`config.mk`:
```
export PLATFORM = sky130hd
export DESIGN_NAME = spi_mstr_gen
export DESIGN_NICKNAME = d
export VERILOG_FILES = /design/src/rtl/spi_mstr_pkg.sv /design/src/rtl/spi_sclk_div.sv /design/src/rtl/spi_mstr_gen.sv
export SDC_FILE = /design/constraint.sdc
export NUM_CORES = 1
export LEC_CHECK = 0
export ABC_AREA = 1
export BUFFER_PORTS_ARGS = -buffer_cell sky130_fd_sc_hd__buf_4
export CORE_MARGIN = 2
export CORE_UTILIZATION = 39
export DETAILED_ROUTE_END_ITERATION = 16
export PLACE_DENSITY = 0.64
export SLEW_MARGIN = 20
export SYNTH_ARGS = -nofsm -noshare
export SYNTH_HDL_FRONTEND = slang
export SYNTH_SLANG_ARGS = --single-unit
```
`constraint.sdc`:
```
create_clock -name clk -period 4.9 [get_ports clk]
set_input_delay 0.49 -clock clk [delete_from_list [all_inputs] [get_ports clk]]
set_output_delay 0.49 -clock clk [all_outputs]
set_load 0.005 [all_outputs]
```
`src/rtl/spi_mstr_pkg.sv`:
```
// spi_mstr_pkg: FSM state type and SCLK divider geometry helpers for spi_mstr_gen
package spi_mstr_pkg;
  typedef enum logic [1:0] {IDLE, FRONT, ACTIVE, BACK} state_t;
  function automatic int sclk_p(input int div_w);
    return 1 << div_w;
  endfunction
  function automatic int sclk_h(input int div_w);
    return 1 << (div_w - 1);
  endfunction
  function automatic int sclk_q(input int div_w);
    return 1 << (div_w - 2);
  endfunction
endpackage

```
`src/rtl/spi_sclk_div.sv`:
```
// spi_sclk_div: free-running SCLK divider with load, decoding the sample (H-1) and shift (all-ones) points
module spi_sclk_div
  import spi_mstr_pkg::*;
#(
  parameter int DIV_W = 5
) (
  input  logic             clk,
  input  logic             rst,
  input  logic             en,
  input  logic             ld,
  input  logic [DIV_W-1:0] ld_val,
  output logic             sclk_raw,
  output logic             smpl_pt,
  output logic             shft_pt
);
  logic [DIV_W-1:0] div;
  always_ff @(posedge clk)
    if (rst) div <= '0;
    else if (ld) div <= ld_val;
    else if (en) div <= div + 1'b1;
  assign sclk_raw = div[DIV_W-1];
  assign smpl_pt = div == DIV_W'(sclk_h(DIV_W) - 1);
  assign shft_pt = &div;
endmodule

```
`src/rtl/spi_mstr_gen.sv`:
```
// spi_mstr_gen: parametrised SPI mode-3 master with NUM_SS selects.
// Define SPI_MSTR_LSB_FIRST_EN to add the lsb_first port (LSB-first shifting).
module spi_mstr_gen
  import spi_mstr_pkg::*;
#(
  parameter int DATA_W = 16,
  parameter int DIV_W  = 5,
  parameter int NUM_SS = 1
) (
  input  logic                    clk,
  input  logic                    rst,
  input  logic                    wrt,
  input  logic [DATA_W-1:0]       cmd,
  input  logic [$clog2(NUM_SS):0] ss_sel,
`ifdef SPI_MSTR_LSB_FIRST_EN
  input  logic                    lsb_first,
`endif
  input  logic                    MISO,
  output logic                    SCLK,
  output logic                    MOSI,
  output logic [NUM_SS-1:0]       SS_n,
  output logic                    busy,
  output logic                    done,
  output logic [DATA_W-1:0]       rd_data
);
  localparam int SS_W = $clog2(NUM_SS) + 1;
  localparam int CW = $clog2(DATA_W + 1);
  state_t state, nxt;
  logic [DATA_W-1:0] sreg, shifted;
  logic [SS_W-1:0] sel;
  logic [CW-1:0] bitcnt;
  logic smpl, accept, full, act, do_smpl, do_shft, sclk_raw, smpl_pt, shft_pt;

  spi_sclk_div #(.DIV_W(DIV_W)) u_div (
    .clk(clk),
    .rst(rst),
    .en(busy),
    .ld(accept),
    .ld_val(DIV_W'(sclk_p(DIV_W) - sclk_q(DIV_W) - 1)),
    .sclk_raw(sclk_raw),
    .smpl_pt(smpl_pt),
    .shft_pt(shft_pt)
  );

  always_ff @(posedge clk)
    state <= rst ? IDLE : nxt;

  always_comb
    nxt = state == IDLE   ? (wrt ? FRONT : IDLE) :
          state == FRONT  ? (shft_pt ? ACTIVE : FRONT) :
          state == ACTIVE ? (full ? BACK : ACTIVE) :
                            (shft_pt ? IDLE : BACK);

  always_comb begin
    accept = state == IDLE && wrt;
    busy = state != IDLE;
    act = state == ACTIVE;
    full = bitcnt == CW'(DATA_W);
    SCLK = (state == FRONT || act) ? sclk_raw : 1'b1;
    do_smpl = act && !full && smpl_pt;
    do_shft = ((act && !full) || state == BACK) && shft_pt;
    for (int i = 0; i < NUM_SS; i++) SS_n[i] = !(busy && sel == SS_W'(i));
  end

`ifdef SPI_MSTR_LSB_FIRST_EN
  logic lsb;
  always_ff @(posedge clk)
    lsb <= rst ? 1'b0 : accept ? lsb_first : lsb;
  assign shifted = lsb ? {smpl, sreg[DATA_W-1:1]} : {sreg[DATA_W-2:0], smpl};
  assign MOSI = lsb ? sreg[0] : sreg[DATA_W-1];
`else
  assign shifted = {sreg[DATA_W-2:0], smpl};
  assign MOSI = sreg[DATA_W-1];
`endif

  // the last sampled bit is shifted in from BACK, so done and the full word land together
  always_ff @(posedge clk)
    if (rst) begin
      sreg <= '0;
      sel <= '0;
      smpl <= 1'b0;
      bitcnt <= '0;
      done <= 1'b0;
    end else begin
      if (accept) begin
        sreg <= cmd;
        sel <= ss_sel;
        bitcnt <= '0;
        done <= 1'b0;
      end
      if (do_smpl) begin
        smpl <= MISO;
        bitcnt <= bitcnt + 1'b1;
      end
      if (do_shft) sreg <= shifted;
      if (state == BACK && shft_pt) done <= 1'b1;
    end

  assign rd_data = sreg;
endmodule

```
== After elaboration in Yosys (flattened, before gate mapping) ==
Cells that the tools add are included.

* $add $sub $neg: 2
* Magnitude comparators: 0
* Shift-type cells: 0
* Multiply operators: 0
* Reductions and logical operators: 18
* Multiplexer cells: 16
* Bitwise operators: 1
* Eq/ne operators: 5
* Div/mod/pow operators: 0

{| class="wikitable"
|+ Operator list
! operator !! number
|-
| 16-bit 2-to-1 mux || 2
|-
| 5-bit 2-to-1 mux || 4
|-
| 5-bit by 1-bit adder with 5-bit output, second input constant || 2
|-
| 2-bit 2-to-1 mux || 5
|-
| 2-bit nonzero test || 5
|-
| 1-bit logical AND || 6
|-
| 5-bit by 4-bit == test with 1-bit output, second input constant || 1
|-
| 5-bit == test, second input constant || 1
|-
| 1-bit 2-to-1 mux || 5
|-
| 5-bit AND reduction || 1
|-
| 2-bit == test, second input constant || 2
|-
| 2-bit by 1-bit == test with 1-bit output, second input constant || 1
|-
| 1-bit zero test || 2
|-
| 2-bit zero test || 1
|-
| 1-bit logical OR || 2
|-
| 2-bit OR reduction || 1
|-
| 1-bit inverter || 1
|}

* Memories: 0
* Input port bits: 21
* Output and inout bits: 21
* RAM bits: 0
* Register bits after elaboration: 31
* Word-level logic and storage cells: 50
* Memory bits (read-only): 0
* Latch bits: 0

== Logic depth before layout (Yosys ltp) ==
Gate-level depths: netlist (run 1).

* Word-level depth: 6
* Depth in mapped cells: 11
* Mapped depth without buffers: 10

== By module ==
Synthesis (run 1) repeated with hierarchy kept, for this count alone.

* Cells, all modules: 264
* Area, all modules: 1836.8 µm²

{| class="wikitable"
|+ By module, submodules not included
! module !! cells an instance !! sequential area each (µm²) !! times used !! area each (µm²)
|-
| spi_mstr_gen || 219 || 520.5 || 1 || 1519.0
|-
| spi_sclk_div || 45 || 100.1 || 1 || 317.8
|}

== Worst setup path before layout (run 1) ==
OpenSTA, ideal clock, no wires.

* Kind: flip-flop to flip-flop
* From: register u_div.div[1]
* To: register sreg[15], in the netlist rd_data[15]
* Period minus slack after synthesis: 1.611 ns
* Buffers on the path: 1
* Cell stages (with the launch flop): 11
* Setup time: 0.139 ns
* Setup slack: 3.289 ns
* Data required time: 4.761 ns
* Arrival: 1.472 ns
* Cells stage by stage: dfxtp_1 > ha_1 > nand2_1 > nor2_1 > ha_1 > nand2_2 > nand2_4 > buf_6 > nand2_2 > nand2_1 > a21oi_2

* Word-level cells in the longest chain between the ends: 3
* Elaborated cells on any way between the ends: 4
* Those cells by class: 1 x mux; 3 x reduce/logical

{| class="wikitable"
|+ Ends and longest elaborated chain
! item !! RTL line !! source
|-
| from (decl) || spi_sclk_div.sv:16 || <nowiki>logic [DIV_W-1:0] div;</nowiki>
|-
| from (signal assigned) || spi_sclk_div.sv:19 || <nowiki>else if (ld) div <= ld_val;</nowiki>
|-
| from (signal assigned) || spi_sclk_div.sv:20 || <nowiki>else if (en) div <= div + 1'b1;</nowiki>
|-
| 5-bit AND reduction * || spi_sclk_div.sv:23 || <nowiki>assign shft_pt = &div;</nowiki>
|-
| 1-bit logical AND * || spi_mstr_gen.sv:61 || <nowiki>do_shft = ((act && !full) || state == BACK) && shft_pt;</nowiki>
|-
| 16-bit 2-to-1 mux / 2-bit nonzero test (equally long branches) || n/a ||
|-
| to (signal assigned) || spi_mstr_gen.sv:86 || <nowiki>sreg <= cmd;</nowiki>
|-
| to (signal assigned) || spi_mstr_gen.sv:95 || <nowiki>if (do_shft) sreg <= shifted;</nowiki>
|-
| to (decl) || spi_mstr_gen.sv:29 || <nowiki>logic [DATA_W-1:0] sreg, shifted;</nowiki>
|}

Mark *: on every way between the ends. The rest lies on a longest branch, timed or not.
A chain may end at the register's enable or synchronous reset.

== Worst setup path after layout (run 1) ==
* From: register u_div.div[1]
* To: register sreg[0], in the netlist rd_data[0]

Same word-level chain as after synthesis.

==> out/qor.yml, run 1 <==
logic_synthesis:
  syn_inst: 241
  syn_area_um2: 1760
  synth_edf_count: 0
  async_flop_share: 0
  synth_area_leaders: "dfxtp_1 (35%), nand2_1 (12%), inv_1 (6.6%)"
  syn_avg_cell_area_um2: 7.29
  synth_top_cell_by_area: "dfxtp_1"
  syn_nets: 271
  synth_seq_cells: 31
  ys.flop_type: "dfxtp_1"
  ys_types: 27
  yosys-top-cells-count: "nand2_1 (55), dfxtp_1 (31), inv_1 (31)"
  yosysMostFrequentCell: "nand2_1"
  synth_warnings: 0
  synth_top_area_frac: 0.353
  ys_seq_area_frac: 0.353
grt:
  grt_overflow: 0
  grt_pass1_wl_um: 7020
  grt_pass1_vias: 1534
  grt_usage: 0.174
  antenna_found_initial: 0
  grt_max_degree: 35
placement:
  dp_hpwl_um: 2750
  gp_congestion: 0.751
  io_buffers: 41
  post_dp_cell_area_um2: 2040
clock_network:
  cts.repair.resized: 0
  ctsHtreeMaxLevel: 2
  clk-insertion-delay-late_ns: 0.28
  clk_pin_slew_ns: 0.07
  cts_hold_buf: 0
  clockRootBuffer: "clkbuf_8"
  post_cts_buffers: 0
  numCtsBuffers: 5
  clockBufferDepth: 2
  cts_sinks: 31
  cts_tree: "built"
layout:
  area_growth_pct: 21.9
  num-nets-final: 305
  fin_util: 0.492
  finalInstanceArea_um2: 2140
  drive_above_1_share: 0.272
  antenna_cells: 0
  nFillCells: 453
pwr:
  vdd_drop_max_mv: 0.156
  p_leak_nw: 0.932
  power_mw: 0.639
  powerDensity_nw_per_um2: 298
worst_setup_path:
  arrival_ns: 2.43
  setup.worst_path.start: "u_div.div[1]"
  r2r-start: "u_div.div[1]"
  endpoint_kind: "flop"
  cp_max_fo: 34
  worstSetupPathType: "reg -> reg"
  r2r_slack_ns: 2.63
  endpoint: "rd_data[0]"
  start_kind: "flop"
  r2r_end: "rd_data[0]"
  critical_path_required_ns: 5.06
  worstRegToRegCells: 9
sta:
  fin_skew_ns: 0.00282
  tightest_slew_ns: 0.740
  tns_ns: 0
  slew_headroom: 0.505
  maxSlewViolCount: 0
  grt_setup_unrepaired: "no"
  max_freq_mhz: 441
  layout_min_cycle_time_ns: 2.27
  period_share: 0.463
  holdWs_ns: 0.471
  setup-violations-final: 0
  finalHoldViolations: 0
flow_run:
  cap_violations: 0
detailed_routing:
  drt_iter0_markers: 118
  via_per_inst: 4.99
  totalWireLength_um: 4070
  firstDrtPassIters: 4
  wl_per_cell_um: 12.4
  ant_nets: 0
  drc: 0
  via_count: 1636
worst_hold_path:
  min_path_type: "reg -> reg"
floorplan:
  die_area_um2: 5060
  core-area_um2: 4350
  start_util: 0.404
  row_count: 24
  die_x_um: 71.1
  die_height_um: 71.1
  io_pins: 42
outcome:
  outcome: "finished, final reports clean"
-- sequential cells by signal (all words and copies together), names as in the netlist --
signal     count
sel            1
u_div.div      5
done           1
bitcnt         5
rd_data       16
smpl           1
state          2
-- layout by cell type (no fill, tap or decap), drive strengths merged --
cell type and instances:
a221oi 2, a211oi 1, a31oi 1, nor3 3, buf 41, clkbuf 8, nand3 21, xnor2 2
xor2 1, or2 1, nand4 16, o21ai 6, nand2 68, nor2 7, dfxtp 31, inv 32
a21oi 26, ha 9
-- kinds of logic after synthesis --
family / after synthesis / share of synthesized area
buffers and inverters: 46 / 0.119
flip-flops: 31 / 0.353
adder cells (fa/ha/maj): 9 / 0.0641
AO/OA/AOI/OAI: 36 / 0.130
XOR/XNOR: 3 / 0.0149
AND/OR/NAND/NOR: 116 / 0.319
-- critical path: stages (launching register included) --
cell and delay, ns:
dfxtp_1 0.35, ha_1 0.17, nand2_1 0.06, nor2_1 0.14, ha_1 0.32, nand2_2 0.43, nand2_4 0.41, nand2_1 0.10
nand2_1 0.08, a21oi_1 0.06
-- how the worst min path moves through the flow --
stage,endpoint,depth (start not counted),slack [ns],from
global placement,done,2,0.46,done
finish,smpl,2,0.47,smpl
CTS,smpl,2,0.47,smpl
global route,smpl,2,0.48,smpl
floorplan,smpl,2,0.43,smpl
detailed placement,smpl,2,0.46,smpl
-- routing by layer --
| layer | global-route usage | vias to the layer above | part of all wire |
|---|---|---|---|
| met2 | 0.259 | 27 | 0.45 |
| met4 | 0.0734 | 0 | 0.013 |
| li1 | - | 854 | - |
| met5 | 0 | - | 0 |
| met3 | 0.0413 | 6 | 0.038 |
| met1 | 0.240 | 749 | 0.50 |
-- area by class of cell --
| type | count | area [um^2] | area share |
|---|---|---|---|
| clock buffers | 8 | 100 | 0.0467 |
| inverters | 32 | 120 | 0.0561 |
| multi-input cells | 164 | 928 | 0.433 |
| flip-flops and latches | 31 | 621 | 0.290 |
| well taps | 52 | 65.1 | 0.0304 |
| repair buffers | 41 | 308 | 0.144 |
-- report_power, final --
part	switching (mW)	internal [mW]
Clock	0.0968	0.128
Sequential	0.0145	0.271
Combinational	0.0680	0.0603
Total	0.179	0.460
-- metrics by stage --
stage	setup slack [ns]	instances
floorplan	3.29	241
global placement	2.69	320
detailed placement	2.67	320
CTS	2.66	328
global route	2.40	328
finish	2.63	328
Power figures use the tool's default switching activity.
==> run 2: changes to the inputs <==
- ABC_AREA: 1 -> 0
- clock period: 4.9 -> 2.2 ns (I/O delays scaled with it)
==> out/qor.yml, run 2 <==
worst_setup_path:
  critical_path_required_ns: 2.37
  worstSetupPathType: "reg -> reg"
  crit_path_frequent_cell: "ha_1"
  worstPathCellList: "ha_1 > and3_1 > ha_1 > and2_1 > a31o_1 > buf_4 > mux2_4"
  endpoint_kind: "flop"
  start_kind: "flop"
  critical-path-top-delay-family: "adder cells"
  r2r_end: "rd_data[15]"
  r2r-start: "u_div.div[0]"
  cp_slowest_cell: "dfxtp_1"
  worstRegToRegCells: 7
  slowest_delay_ns: 0.34
  cp_max_fo: 16
  path_buf_inv: 1
  arrival_ns: 2.11
  r2r_slack_ns: 0.26
grt:
  grt_usage: 0.148
  grt_max_degree: 48
  grt_pass1_vias: 1341
  grt_pass1_wl_um: 6200
  antenna_found_initial: 0
  grt_overflow: 0
detailed_routing:
  via_count: 1528
  ant_nets: 0
  via_per_inst: 5.25
  totalWireLength_um: 3940
  drc: 0
  wl_per_cell_um: 13.5
  firstDrtPassIters: 4
  drt_iter0_markers: 62
sta:
  maxSlewViolCount: 0
  setup-violations-final: 0
  layout_min_cycle_time_ns: 1.94
  finalHoldViolations: 0
  tightest_slew_ns: 0.474
  grt_setup_unrepaired: "no"
  period_share: 0.884
  tns_ns: 0
  max_freq_mhz: 514
  slew_headroom: 0.684
  fin_skew_ns: 0.00412
pwr:
  p_leak_nw: 0.930
  powerDensity_nw_per_um2: 595
  vdd_drop_max_mv: 0.352
logic_synthesis:
  async_flop_share: 0
  syn_nets: 235
  synth_compound_area_frac: 0.206
  ys_seq_area_frac: 0.330
  synth_top_area_frac: 0.330
  ys_types: 36
  synth_warnings: 0
  yosys-top-cells-count: "dfxtp_1 (31), nand3_1 (26), a21oi_1 (23)"
  synth_mux_area_frac: 0.127
  yosysMostFrequentCell: "dfxtp_1"
  synth_edf_count: 0
  synth_area_leaders: "dfxtp_1 (33%), a21bo_2 (8.5%), mux2_4 (8.0%)"
  syn_avg_cell_area_um2: 9.16
  synth_top_cell_by_area: "dfxtp_1"
  yosys.area_share.simple: 0.208
  syn_inst: 205
  syn_area_um2: 1880
  synthAdderAreaFrac: 0.0600
  synthXorXnorAreaFrac: 0
  ys.flop_type: "dfxtp_1"
  synth_seq_cells: 31
  synth_top_family_by_area: "simple AND/OR/NAND/NOR gates"
clock_network:
  clockBufferDepth: 2
  cts_hold_buf: 0
  cts_tree: "built"
  post_cts_buffers: 0
  clk_pin_slew_ns: 0.07
  cts.repair.resized: 0
  numCtsBuffers: 5
  clockRootBuffer: "clkbuf_8"
  cts_sinks: 31
  clk-insertion-delay-late_ns: 0.28
  ctsHtreeMaxLevel: 2
floorplan:
  die_height_um: 73.4
  row_count: 25
  die_area_um2: 5390
  start_util: 0.400
  core-area_um2: 4690
  die_x_um: 73.4
  io_pins: 42
layout:
  layout_commonest_cell: "buf_4"
  num-nets-final: 267
  layout_common_cells: "buf_4 (42), dfxtp_1 (31), nand3_1 (26), a21oi_1 (23), nor2b_1 (18)"
  drive_above_1_share: 0.359
  antenna_cells: 0
  finalInstanceArea_um2: 2270
  largest_reg_flops: 16
  area_growth_pct: 20.9
flow_run:
  cap_violations: 0
outcome:
  outcome: "finished, final reports clean"
worst_hold_path:
  min_path_type: "in -> reg"
  hold_depth: 3
  hp-start: "MISO"
  holdPathEnd: "smpl"
placement:
  io_buffers: 41
  dp_hpwl_um: 2550
  gp_congestion: 0.743
  post_dp_cell_area_um2: 2180
run 2: tightest hold or removal path, delay by kind of cell:
kind	cells	cell delay [ns]
buffers and inverters	1	0.11
AND/OR/NAND/NOR	1	0.05
AO/OA/AOI/OAI	1	0.05
run 2: how the worst max path moves through the flow:
stage	startpoint	slack (ns)	to	depth (start not counted)
2_1_floorplan	u_div.div[0]	0.29	rd_data[10]	8
3_3_place_gp	u_div.div[0]	0.29	rd_data[8]	7
3_5_place_dp	u_div.div[0]	0.26	rd_data[15]	7
4_1_cts	u_div.div[0]	0.26	rd_data[12]	7
5_1_grt	u_div.div[0]	0.15	rd_data[3]	7
6_report	u_div.div[0]	0.26	rd_data[15]	7
run 2: routing by layer:
layer | vias to the layer above | wire length (um) | global-route usage
met5 | - | 0 | 0
met4 | 0 | 33 | 0.0424
met3 | 2 | 114 | 0.0453
met2 | 24 | 1880 | 0.234
met1 | 715 | 1910 | 0.196
li1 | 787 | - | -
run 2: cell families after synthesis:
family                     count (synthesis)
and+or+nand+nor                           66
AOI/OAI and AO/OA                         55
DFF                                       31
buffers and inverters                     26
muxes                                     18
adders and majority gates                  9
run 2: where the power goes:
group          switching (mW)  internal, mW
clock                   0.206         0.245
sequential             0.0259         0.597
combinational           0.127         0.149
total                   0.359         0.991
run 2: layout make-up:
cell class | count | area, um^2
Inverter | 8 | 30.0
Multi-Input combinational cell | 148 | 1130
Fill cell | 459 | 2420
Sequential cell | 31 | 621
Tap cell | 54 | 67.6
Clock inverter | 1 | 5.00
Timing Repair Buffer | 43 | 335
Clock buffer | 6 | 82.6
run 2: through the flow:
stage                     hold slack [ns]  power, mW   util  cells  setup WS (ns)
after floorplan                     0.367      0.802      -    205          0.285
after global placement              0.445      0.909  0.465    284          0.287
after detailed placement            0.461      0.912  0.465    284          0.258
after CTS                           0.201       1.37  0.484    291          0.255
after global routing                0.213       1.42  0.484    291          0.152
final                               0.206       1.35  0.484    291          0.255
